`config.mk`:
```
export PLATFORM = sky130hd
export DESIGN_NAME = snake_dir_queue
export DESIGN_NICKNAME = d
export VERILOG_FILES = /design/src/rtl/snake_pkg.sv /design/src/rtl/snake_key_debounce.sv /design/src/rtl/snake_dir_queue.sv
export SDC_FILE = /design/constraint.sdc
export NUM_CORES = 1
export LEC_CHECK = 0
export BUFFER_PORTS_ARGS = -buffer_cell sky130_fd_sc_hd__buf_2
export CAP_MARGIN = 20
export CELL_PAD_IN_SITES_DETAIL_PLACEMENT = 2
export CELL_PAD_IN_SITES_GLOBAL_PLACEMENT = 2
export CORE_MARGIN = 3
export CORE_UTILIZATION = 36
export DETAILED_ROUTE_END_ITERATION = 8
export PLACE_DENSITY = 0.7
export REMOVE_ABC_BUFFERS = 1
export SETUP_SLACK_MARGIN = 0.02
export SYNTH_ARGS = -nofsm -noshare
export SYNTH_HDL_FRONTEND = slang
export SYNTH_SLANG_ARGS = --single-unit
```
`constraint.sdc`:
```
create_clock -name clk -period 2.3 [get_ports clk]
set_clock_uncertainty 0.05 [all_clocks]
set_input_delay 0.115 -clock clk [delete_from_list [all_inputs] [get_ports clk]]
set_output_delay 0.115 -clock clk [all_outputs]
set_load 0.03 [all_outputs]
```
`src/rtl/snake_pkg.sv`:
```
// Shared types and helpers for the Snake direction input path.
package snake_pkg;

  // Committed / queued movement direction.
  typedef enum logic [1:0] {
    DIR_UP    = 2'd0,
    DIR_DOWN  = 2'd1,
    DIR_LEFT  = 2'd2,
    DIR_RIGHT = 2'd3
  } dir_t;

  // Bit positions of each button inside a player's 4-bit key group.
  localparam int KEY_LEFT  = 3;
  localparam int KEY_UP    = 2;
  localparam int KEY_DOWN  = 1;
  localparam int KEY_RIGHT = 0;

  // UP<->DOWN and LEFT<->RIGHT differ only in bit 0.
  function automatic dir_t opposite(input dir_t d);
    return dir_t'({d[1], ~d[0]});
  endfunction

endpackage

```
`src/rtl/snake_key_debounce.sv`:
```
// One active-low button: 2-flop synchroniser, saturating stability counter
// and a single-cycle press pulse on the debounced released->pressed edge.
module snake_key_debounce #(
  parameter int DEBOUNCE_CYCLES = 4
) (
  input  logic clk,
  input  logic reset_n,
  input  logic key_n,
  output logic held,
  output logic press
);

  localparam int CW = $clog2(DEBOUNCE_CYCLES + 1);
  localparam logic [CW-1:0] CNT_ZERO = CW'(0);
  localparam logic [CW-1:0] CNT_ONE  = CW'(1);
  localparam logic [CW-1:0] CNT_LAST = CW'(DEBOUNCE_CYCLES - 1);

  logic          sync1_q;
  logic          sync2_q;
  logic          stable_q, stable_d;
  logic          press_q, press_d;
  logic [CW-1:0] cnt_q, cnt_d;

  // Count consecutive samples that disagree with the debounced state; flip on the last one.
  always_comb begin
    stable_d = stable_q;
    press_d  = 1'b0;
    cnt_d    = CNT_ZERO;
    if (sync2_q != stable_q) begin
      if (cnt_q == CNT_LAST) begin
        stable_d = sync2_q;
        cnt_d    = CNT_ZERO;
        press_d  = ~sync2_q;
      end else begin
        cnt_d    = cnt_q + CNT_ONE;
      end
    end else begin
      cnt_d = CNT_ZERO;
    end
  end

  // Synchroniser, counter and edge flops; everything resets to "released".
  always_ff @(posedge clk or negedge reset_n) begin
    if (!reset_n) begin
      sync1_q  <= 1'b1;
      sync2_q  <= 1'b1;
      stable_q <= 1'b1;
      cnt_q    <= CNT_ZERO;
      press_q  <= 1'b0;
    end else begin
      sync1_q  <= key_n;
      sync2_q  <= sync1_q;
      stable_q <= stable_d;
      cnt_q    <= cnt_d;
      press_q  <= press_d;
    end
  end

  assign held  = ~stable_q;
  assign press = press_q;

endmodule

```
`src/rtl/snake_dir_queue.sv`:
```
// Per-player direction input: debounced key presses are filtered against the
// last requested direction and queued, one entry committed per move_tick.
module snake_dir_queue
  import snake_pkg::*;
#(
  parameter int   NUM_PLAYERS     = 1,
  parameter int   QUEUE_DEPTH     = 2,
  parameter int   DEBOUNCE_CYCLES = 4,
  parameter dir_t INIT_DIR        = DIR_LEFT
) (
  input  logic                     clk,
  input  logic                     reset_n,
  input  logic [4*NUM_PLAYERS-1:0] keys,
  input  logic                     move_tick,
  input  logic                     clear,
  output logic [2*NUM_PLAYERS-1:0] dir_out,
  output logic [NUM_PLAYERS-1:0]   dir_changed,
  output logic [NUM_PLAYERS-1:0]   key_lock,
  output logic [NUM_PLAYERS-1:0]   overflow
);

  localparam int IW = (QUEUE_DEPTH > 1) ? $clog2(QUEUE_DEPTH) : 1;
  localparam int CW = $clog2(QUEUE_DEPTH + 1);
  localparam logic [CW-1:0] CNT_ZERO = CW'(0);
  localparam logic [CW-1:0] CNT_ONE  = CW'(1);
  localparam logic [CW-1:0] CNT_FULL = CW'(QUEUE_DEPTH);
  localparam logic [IW-1:0] IDX_ZERO = IW'(0);
  localparam logic [IW-1:0] IDX_ONE  = IW'(1);
  localparam logic [IW-1:0] IDX_LAST = IW'(QUEUE_DEPTH - 1);

  logic [4*NUM_PLAYERS-1:0] held_s;
  logic [4*NUM_PLAYERS-1:0] press_s;

  for (genvar k = 0; k < 4*NUM_PLAYERS; k++) begin : g_key
    snake_key_debounce #(
      .DEBOUNCE_CYCLES (DEBOUNCE_CYCLES)
    ) u_deb (
      .clk     (clk),
      .reset_n (reset_n),
      .key_n   (keys[k]),
      .held    (held_s[k]),
      .press   (press_s[k])
    );
  end

  for (genvar p = 0; p < NUM_PLAYERS; p++) begin : g_player
    dir_t          mem_q [QUEUE_DEPTH];
    dir_t          mem_d [QUEUE_DEPTH];
    logic [IW-1:0] head_q, head_d;
    logic [CW-1:0] cnt_q, cnt_d;
    dir_t          dir_q, dir_d;
    logic          chg_q, chg_d;
    logic          ovf_q, ovf_d;

    logic [3:0]    ev_s;
    logic          has_ev_s;
    dir_t          ev_dir_s;
    dir_t          ref_dir_s;
    logic [IW-1:0] tail_idx_s;
    logic [IW-1:0] wr_idx_s;
    logic          legal_s, pop_s, push_s, full_s;
    int            tail_i;
    int            wr_i;

    assign ev_s = press_s[4*p +: 4];

    // Reduce simultaneous press events to one, up > down > left > right.
    always_comb begin
      has_ev_s = 1'b1;
      ev_dir_s = DIR_UP;
      if (ev_s[KEY_UP]) begin
        ev_dir_s = DIR_UP;
      end else if (ev_s[KEY_DOWN]) begin
        ev_dir_s = DIR_DOWN;
      end else if (ev_s[KEY_LEFT]) begin
        ev_dir_s = DIR_LEFT;
      end else if (ev_s[KEY_RIGHT]) begin
        ev_dir_s = DIR_RIGHT;
      end else begin
        has_ev_s = 1'b0;
        ev_dir_s = DIR_UP;
      end
    end

    // Circular-buffer index arithmetic for the newest entry and the next free slot.
    always_comb begin
      tail_i = int'(head_q) + int'(cnt_q) - 1;
      wr_i   = int'(head_q) + int'(cnt_q);
      if (tail_i >= QUEUE_DEPTH) begin
        tail_i = tail_i - QUEUE_DEPTH;
      end else if (tail_i < 0) begin
        tail_i = 0;
      end else begin
        tail_i = tail_i;
      end
      if (wr_i >= QUEUE_DEPTH) begin
        wr_i = wr_i - QUEUE_DEPTH;
      end else begin
        wr_i = wr_i;
      end
      tail_idx_s = IW'(tail_i);
      wr_idx_s   = IW'(wr_i);
    end

    // Filter against the last requested direction, then push/pop/flush the queue.
    always_comb begin
      mem_d  = mem_q;
      head_d = head_q;
      cnt_d  = cnt_q;
      dir_d  = dir_q;
      chg_d  = 1'b0;
      ovf_d  = 1'b0;

      full_s    = (cnt_q == CNT_FULL);
      ref_dir_s = (cnt_q == CNT_ZERO) ? dir_q : mem_q[tail_idx_s];
      legal_s   = has_ev_s && (ev_dir_s != ref_dir_s) && (ev_dir_s != opposite(ref_dir_s));
      pop_s     = move_tick && (cnt_q != CNT_ZERO);
      push_s    = legal_s && (!full_s || pop_s);

      if (clear) begin
        head_d = IDX_ZERO;
        cnt_d  = CNT_ZERO;
        dir_d  = INIT_DIR;
      end else begin
        ovf_d = legal_s && full_s && !pop_s;
        if (pop_s) begin
          dir_d  = mem_q[head_q];
          chg_d  = (mem_q[head_q] != dir_q);
          head_d = (head_q == IDX_LAST) ? IDX_ZERO : head_q + IDX_ONE;
        end else begin
          head_d = head_q;
        end
        // A push into a full queue lands in the slot the pop is vacating.
        if (push_s) begin
          mem_d[wr_idx_s] = ev_dir_s;
        end else begin
          mem_d = mem_q;
        end
        case ({push_s, pop_s})
          2'b10:   cnt_d = cnt_q + CNT_ONE;
          2'b01:   cnt_d = cnt_q - CNT_ONE;
          default: cnt_d = cnt_q;
        endcase
      end
    end

    // Queue storage, committed direction and output pulses.
    always_ff @(posedge clk or negedge reset_n) begin
      if (!reset_n) begin
        for (int i = 0; i < QUEUE_DEPTH; i++) begin
          mem_q[i] <= INIT_DIR;
        end
        head_q <= IDX_ZERO;
        cnt_q  <= CNT_ZERO;
        dir_q  <= INIT_DIR;
        chg_q  <= 1'b0;
        ovf_q  <= 1'b0;
      end else begin
        mem_q  <= mem_d;
        head_q <= head_d;
        cnt_q  <= cnt_d;
        dir_q  <= dir_d;
        chg_q  <= chg_d;
        ovf_q  <= ovf_d;
      end
    end

    assign dir_out[2*p +: 2] = dir_q;
    assign dir_changed[p]    = chg_q;
    assign overflow[p]       = ovf_q;
    // Plain OR of the debounce state flops so the lock tracks them without delay.
    assign key_lock[p]       = |held_s[4*p +: 4];
  end

endmodule

```
# --- After elaboration in Yosys (flattened, before gate mapping) ---
# Cells that the tools add are included.
word_totals:
  ram_bits: 0
  latchBits: 0
  output_inout_bits: 5
  reg_bits: 39
  n_memories: 0
  rom_bits: 0
classes:
  mul: 0
  n_reduce_logical: 20
  shifts: 0
  n_eq_ne: 14
  n_mux: 47
  div: 0
  addsub: 11
  bitwise_logic: 13
  order_cmp: 7
op_table:
  columns: ["operator", "n"]
  rows:
  - ["2-bit two-way mux", 15]
  - ["3-bit two-way mux", 8]
  - ["1-bit two-way mux", 21]
  - ["3-bit by 1-bit adder with 3-bit output (second input constant)", 4]
  - ["3-bit by 2-bit == test with 1-bit output (second input constant)", 4]
  - ["1-bit NOT", 10]
  - ["2-bit AND reduction", 5]
  - ["1-bit logical AND", 7]
  - ["2-bit greater-or-equal comparator (second input constant)", 3]
  - ["2-bit inequality test", 3]
  - ["1-bit NOT with 2-bit output", 3]
  - ["4-bit bitwise mux", 1]
  - ["2-bit == test (second input constant)", 2]
  - ["4-bit by 3-bit greater-or-equal comparator with 1-bit output (second input constant)", 1]
  - ["4-bit by 1-bit < comparator with 1-bit output (second input constant)", 1]
  - ["1-bit inequality test", 4]
  - ["2-bit case mux with 2 select lines", 1]
  - ["2-bit nonzero test", 2]
  - ["4-bit OR reduction", 1]
  - ["3-bit by 1-bit subtractor with 4-bit output (second input constant)", 1]
  - ["1-bit by 2-bit adder with 3-bit output", 1]
  - ["3-bit by 2-bit greater-or-equal comparator with 1-bit output (second input constant)", 1]
  - ["3-bit nonzero test", 1]
  - ["2-bit by 1-bit adder with 2-bit output (second input constant)", 1]
  - ["other kinds (9)", 11]

# --- Logic depth before layout (Yosys ltp) ---
logic_depth:
  ltp_word: 17
  mapped_depth: 7
  mapped_depth_nobuf: 7

# --- Hierarchy ---
# A second synthesis with hierarchy kept.
unflattened:
  hier_cells: 151
  area_unflattened_um2: 1841.8
by_module_without_submodules:
  columns: ["mod", "instances", "cells_per_inst", "area_per_inst_um2"]
  rows:
  - ["snake_key_debounce", 4, 16, 261.5]
  - ["snake_dir_queue", 1, 87, 795.8]

# --- Worst setup path before layout ---
# No wires, ideal clock.
synth_path:
  path_type: "reg-to-reg"
  start: "register g_player[0].head_q"
  end: "register g_player[0].mem_q[2] in the netlist's numbering"
  required_ns: 2.123
  path_stages_with_launch: 8
  path_buffers: 0
  synth_period_minus_slack_ns: 2.142
  setup_slack_ns: 0.158
  arrival_ns: 1.964
  cell_sequence: "dfrtp_1 > ha_1 > nand2b_1 > o21ai_2 > o32ai_2 > mux2i_2 > and3_1 > mux2_1"
synth_between:
  elab_chain_len: 15
  elab_cells_between_ends: 29
  classes_between: "4 x add/sub; 5 x order compare; 2 x eq/ne; 10 x mux; 3 x bitwise; 5 x reduce/logical"
synth_rtl:
  columns: ["item", "line", "rtl"]
  rows:
  - ["start, declared", "snake_dir_queue.sv:49", "logic [IW-1:0] head_q, head_d;"]
  - ["start signal, assigned", "snake_dir_queue.sv:153", "head_q <= IDX_ZERO;"]
  - ["start signal, assigned", "snake_dir_queue.sv:160", "head_q <= head_d;"]
  - ["1-bit by 2-bit adder with 3-bit output (*)", "snake_dir_queue.sv:87, snake_dir_queue.sv:88", null]
  - ["3-bit by 1-bit subtractor with 4-bit output", "snake_dir_queue.sv:87", "tail_i = int'(head_q) + int'(cnt_q) - 1;"]
  - ["4-bit by 1-bit < comparator with 1-bit output", "snake_dir_queue.sv:91", "end else if (tail_i < 0) begin"]
  - ["1-bit two-way mux", "snake_dir_queue.sv:91", null]
  - ["1-bit two-way mux", "snake_dir_queue.sv:89", "if (tail_i >= QUEUE_DEPTH) begin"]
  - ["1-bit NOT with 2-bit output (implied by the code)", "snake_dir_queue.sv:115", "ref_dir_s = (cnt_q == CNT_ZERO) ? dir_q : mem_q[tail_idx_s];"]
  - ["2-bit two-way mux (implied by the code) (3 in series)", "snake_dir_queue.sv:115", null]
  - ["2-bit two-way mux", "snake_dir_queue.sv:115", null]
  - ["2-bit inequality test or 1-bit NOT (tied branches)", "snake_dir_queue.sv:116, snake_pkg.sv:20", null]
  - ["1-bit logical AND or 2-bit inequality test (tied branches)", "snake_dir_queue.sv:116", "legal_s = has_ev_s && (ev_dir_s != ref_dir_s) && (ev_dir_s != opposite(ref_dir_s));"]
  - ["1-bit logical AND", "snake_dir_queue.sv:116", null]
  - ["1-bit logical AND", "snake_dir_queue.sv:118", "push_s = legal_s && (!full_s || pop_s);"]
  - ["2-bit AND reduction (no source line)", null, null]
  - ["end signal, assigned", "snake_dir_queue.sv:159", "mem_q <= mem_d;"]
  - ["end, declared", "snake_dir_queue.sv:47", "dir_t mem_q [QUEUE_DEPTH];"]
# Mark *: on every way between the ends. The rest lies on a longest branch, timed or not. The select of a mux whose other input is x is not followed.
# A chain may end at the register's enable or synchronous reset.

# --- Final worst setup path ---
# Ends and elaborated chain as after synthesis.

==> impl_results.md <==
- Status: finished, final reports clean
- Initial Util: 39.1%
- Post-Route Setup TNS: 0 ps
- Max-slew violation count: 0
- Pin count of the biggest net entering global routing: 40
- Die area: between 5000 and 6000 um^2
- Layout Cells excl Fill: 201
- I/O pins: 13
- Total routed wirelength: 3.17 mm
- First-pass GRT wire length: 5.59 mm
- Synth async-reset ratio: 100%
- Final setup vio count: 0
- CTS tree: built
- Placeable Area: 4200 um^2
- Crit path capture: g_player[0].mem_q[2]
- RSZ-0062 raised after global routing: false
- Register area share after synthesis: between 60 and 70%
- Fillers: 438
- Final GP Congestion: roughly 0.83
- Inst Count DP: 188
- H-tree depth: 2
- Worst-margin pin slew: approximately 860 ps
- Yosys reg bits: 39
- Min-Delay Path Class: in -> reg
- DP HPWL: 2.21 mm
- IO Port Bufs: 12
- Wire length per cell: ~16 um
- RR Startpoint: g_player[0].head_q
- Chip Width: 73.6 um
- Worst reg2reg endpoint: g_player[0].mem_q[2]
- Clock Latency Late Sink: approximately 290 ps
- CP Max Fanout: 4
- Worst R2R Path Depth: 7
- Design Power: roughly 1.7 mW
- Max IR drop VDD: 0.431 mV
- Antenna Cells: 0
- EDFF count, synth: 0
- Largest area contributor in the netlist: dfrtp_1
- Pwr Density: 879 nW/um^2
- Vias/cell: 5.15
- Reg2reg setup slack: ~160 ps
- Final Cell Area: 1910 um^2
- Mapped Area: around 1600 um^2
- Final worst path period need: 2140 ps
- Clk slew on worst S/H paths: ~80 ps
- Post-Syn Area per Cell: 12.9 um^2
- Die Ht: 73.6 um
- Max frequency: 0.467 GHz
- Crit start category: flip-flop
- Initial antenna violation count: 0
- Top FF cell, synth: dfrtp_1
- DR vias: 1036
- Maximum clock path buffer count: 2
- Endpoint type of the worst setup path: flip-flop
- Total Routing Usage GR: about 14%
- Layout cell share with drive strength beyond 1: 28.5%
- Layout overhead on the synthesized area: 16.4%
- Leak pwr: 0.844 nW
- Number of nets still failing antenna checks after routing: 0
- # DRC: 0
- Row cnt: 23
- Unique masters post-synth: 35
- # Max-Cap Violations: 0
- Synth Instances: 127
- Kind of critical path: reg -> reg
- Synth warn: 0
- Worst slew margin: between 40% and 50%
- DRT Pass-1 Iters: 2
- Nets: 163
- Critical Path Start: g_player[0].head_q
- CP arrival: 2270 ps
- CTS Buf Count: 5
- Final Util: 45.5%
- Synth top area cells: dfrtp_1 37%, dfstp_2 24%, mux2_1 4.1%
- Clock Sinks: 39
- Post-synth top area share: 36.6%
- Iter 0 DRT Violations: 29
- GRT Residual Overflow: 0
- CP required: 2420 ps
- Root buffer cell: clkbuf_8
- Final hold viol count: 0
- Period utilisation layout: between 90% and 100%
- Number of global-route vias before repair: 1141
- DP Area: 1760 um^2
-- logic make-up (layout without fill, tap and decap cells) --
family | count (synthesis) | after routing | share of synthesized area, %
mux | 12 | 12 | 8.15
simple gates | 46 | 46 | 16.8
xor+xnor | 7 | 7 | 3.73
fa+ha+maj | 5 | 5 | 3.81
flops | 39 | 39 | 60.5
buf+inv | 5 | 29 | 1.45
compound gates | 13 | 13 | 5.56
-- through the flow --
step / hold WS [ps] / worst slack [ps]
finish: 112 / 157
global route: 130 / 66.2
CTS: 105 / 73.2
detailed placement: 171 / 131
global placement: 170 / 211
floorplan: -231 / 103
-- how the worst min path moves through the flow --
stage / from / end / slack [ps] / depth (start not counted)
5_1_grt: clear / dir_out[0] / 130 / 2
4_1_cts: clear / dir_out[0] / 110 / 2
3_5_place_dp: keys[1] / g_key[1].u_deb.sync1_q / 170 / 1
3_3_place_gp: keys[1] / g_key[1].u_deb.sync1_q / 170 / 1
2_1_floorplan: reset_n / dir_changed / -230 / 0
6_report: clear / dir_out[0] / 110 / 2
-- report_power, final --
group	internal [mW]	leakage, nW	switching [mW]
registers	0.830	0.483	0.0808
clock network	0.212	0.0412	0.240
logic	0.159	0.319	0.160
total	1.20	0.844	0.480
-- state kept, by name (all words and copies together), names as in the netlist --
register / count
g_player.mem_q: 4
g_key.u_deb.sync1_q: 4
g_player.head_q: 1
g_key.u_deb.sync2_q: 4
dir_out: 2
dir_changed: 1
overflow: 1
g_key.u_deb.cnt_q: 12
g_key.u_deb.press: 4
g_key.u_deb.stable_q: 4
g_player.cnt_q: 2
-- metal layers --
| metal | routed length, um | global-route usage, % |
|---|---|---|
| met1 | 1370 | 16.9 |
| met2 | 1640 | 23.2 |
| met3 | 118 | 4.10 |
| met4 | 39 | 6.04 |
| met5 | 0 | 0 |
-- timing repair --
item | in CTS | in global routing
endpoints found under the hold margin | 28 | 0
hold buffers | 5 | 0
resized for setup | 0 | 1
endpoints found under the setup margin | 0 | 3
buffers inserted | 0 | 0
-- cells in the final DEF (no fill, tap or decap), types with 3 or more instances in the layout --
cell type,instances
dfrtp_1,24
dfstp_2,15
buf_2,12
nor2_1,10
nor3b_1,8
nor2b_1,6
nor3_1,6
mux2_1,6
clkbuf_8,5
dlygate4sd3_1,5
xnor2_1,4
and3b_1,4
nand2_1,4
a21oi_1,4
ha_1,4
mux2i_1,3
xor2_1,3
-- cell usage after synthesis (3+ instances only) --
cell type / instances
nand2_1: 4
xor2_1: 3
ha_1: 5
dfrtp_1: 24
mux2i_1: 3
nor2_1: 10
mux2_1: 6
nor2b_1: 6
xnor2_1: 4
nor3_1: 6
a21oi_1: 4
dfstp_2: 15
and3b_1: 4
nor3b_1: 8
-- worst max-delay path, cell delays in order (launching register included) --
cell	delay, ps
dfrtp_1	460
ha_4	320
nand2b_1	140
o21ai_2	70
o32ai_2	140
mux2i_2	300
and3_1	220
mux2_1	320
-- area by class of cell --
type / count / area [um^2] / share of cell area, %
clock buffers: 6 / 72.6 / 3.80
clock inverters: 2 / 12.5 / 0.654
inverters: 2 / 7.51 / 0.393
multi-input cells: 83 / 637 / 33.3
flip-flops and latches: 39 / 995 / 52.0
well taps: 50 / 62.6 / 3.27
repair buffers: 19 / 125 / 6.54
Note: power is estimated with default switching activity, not from simulation.
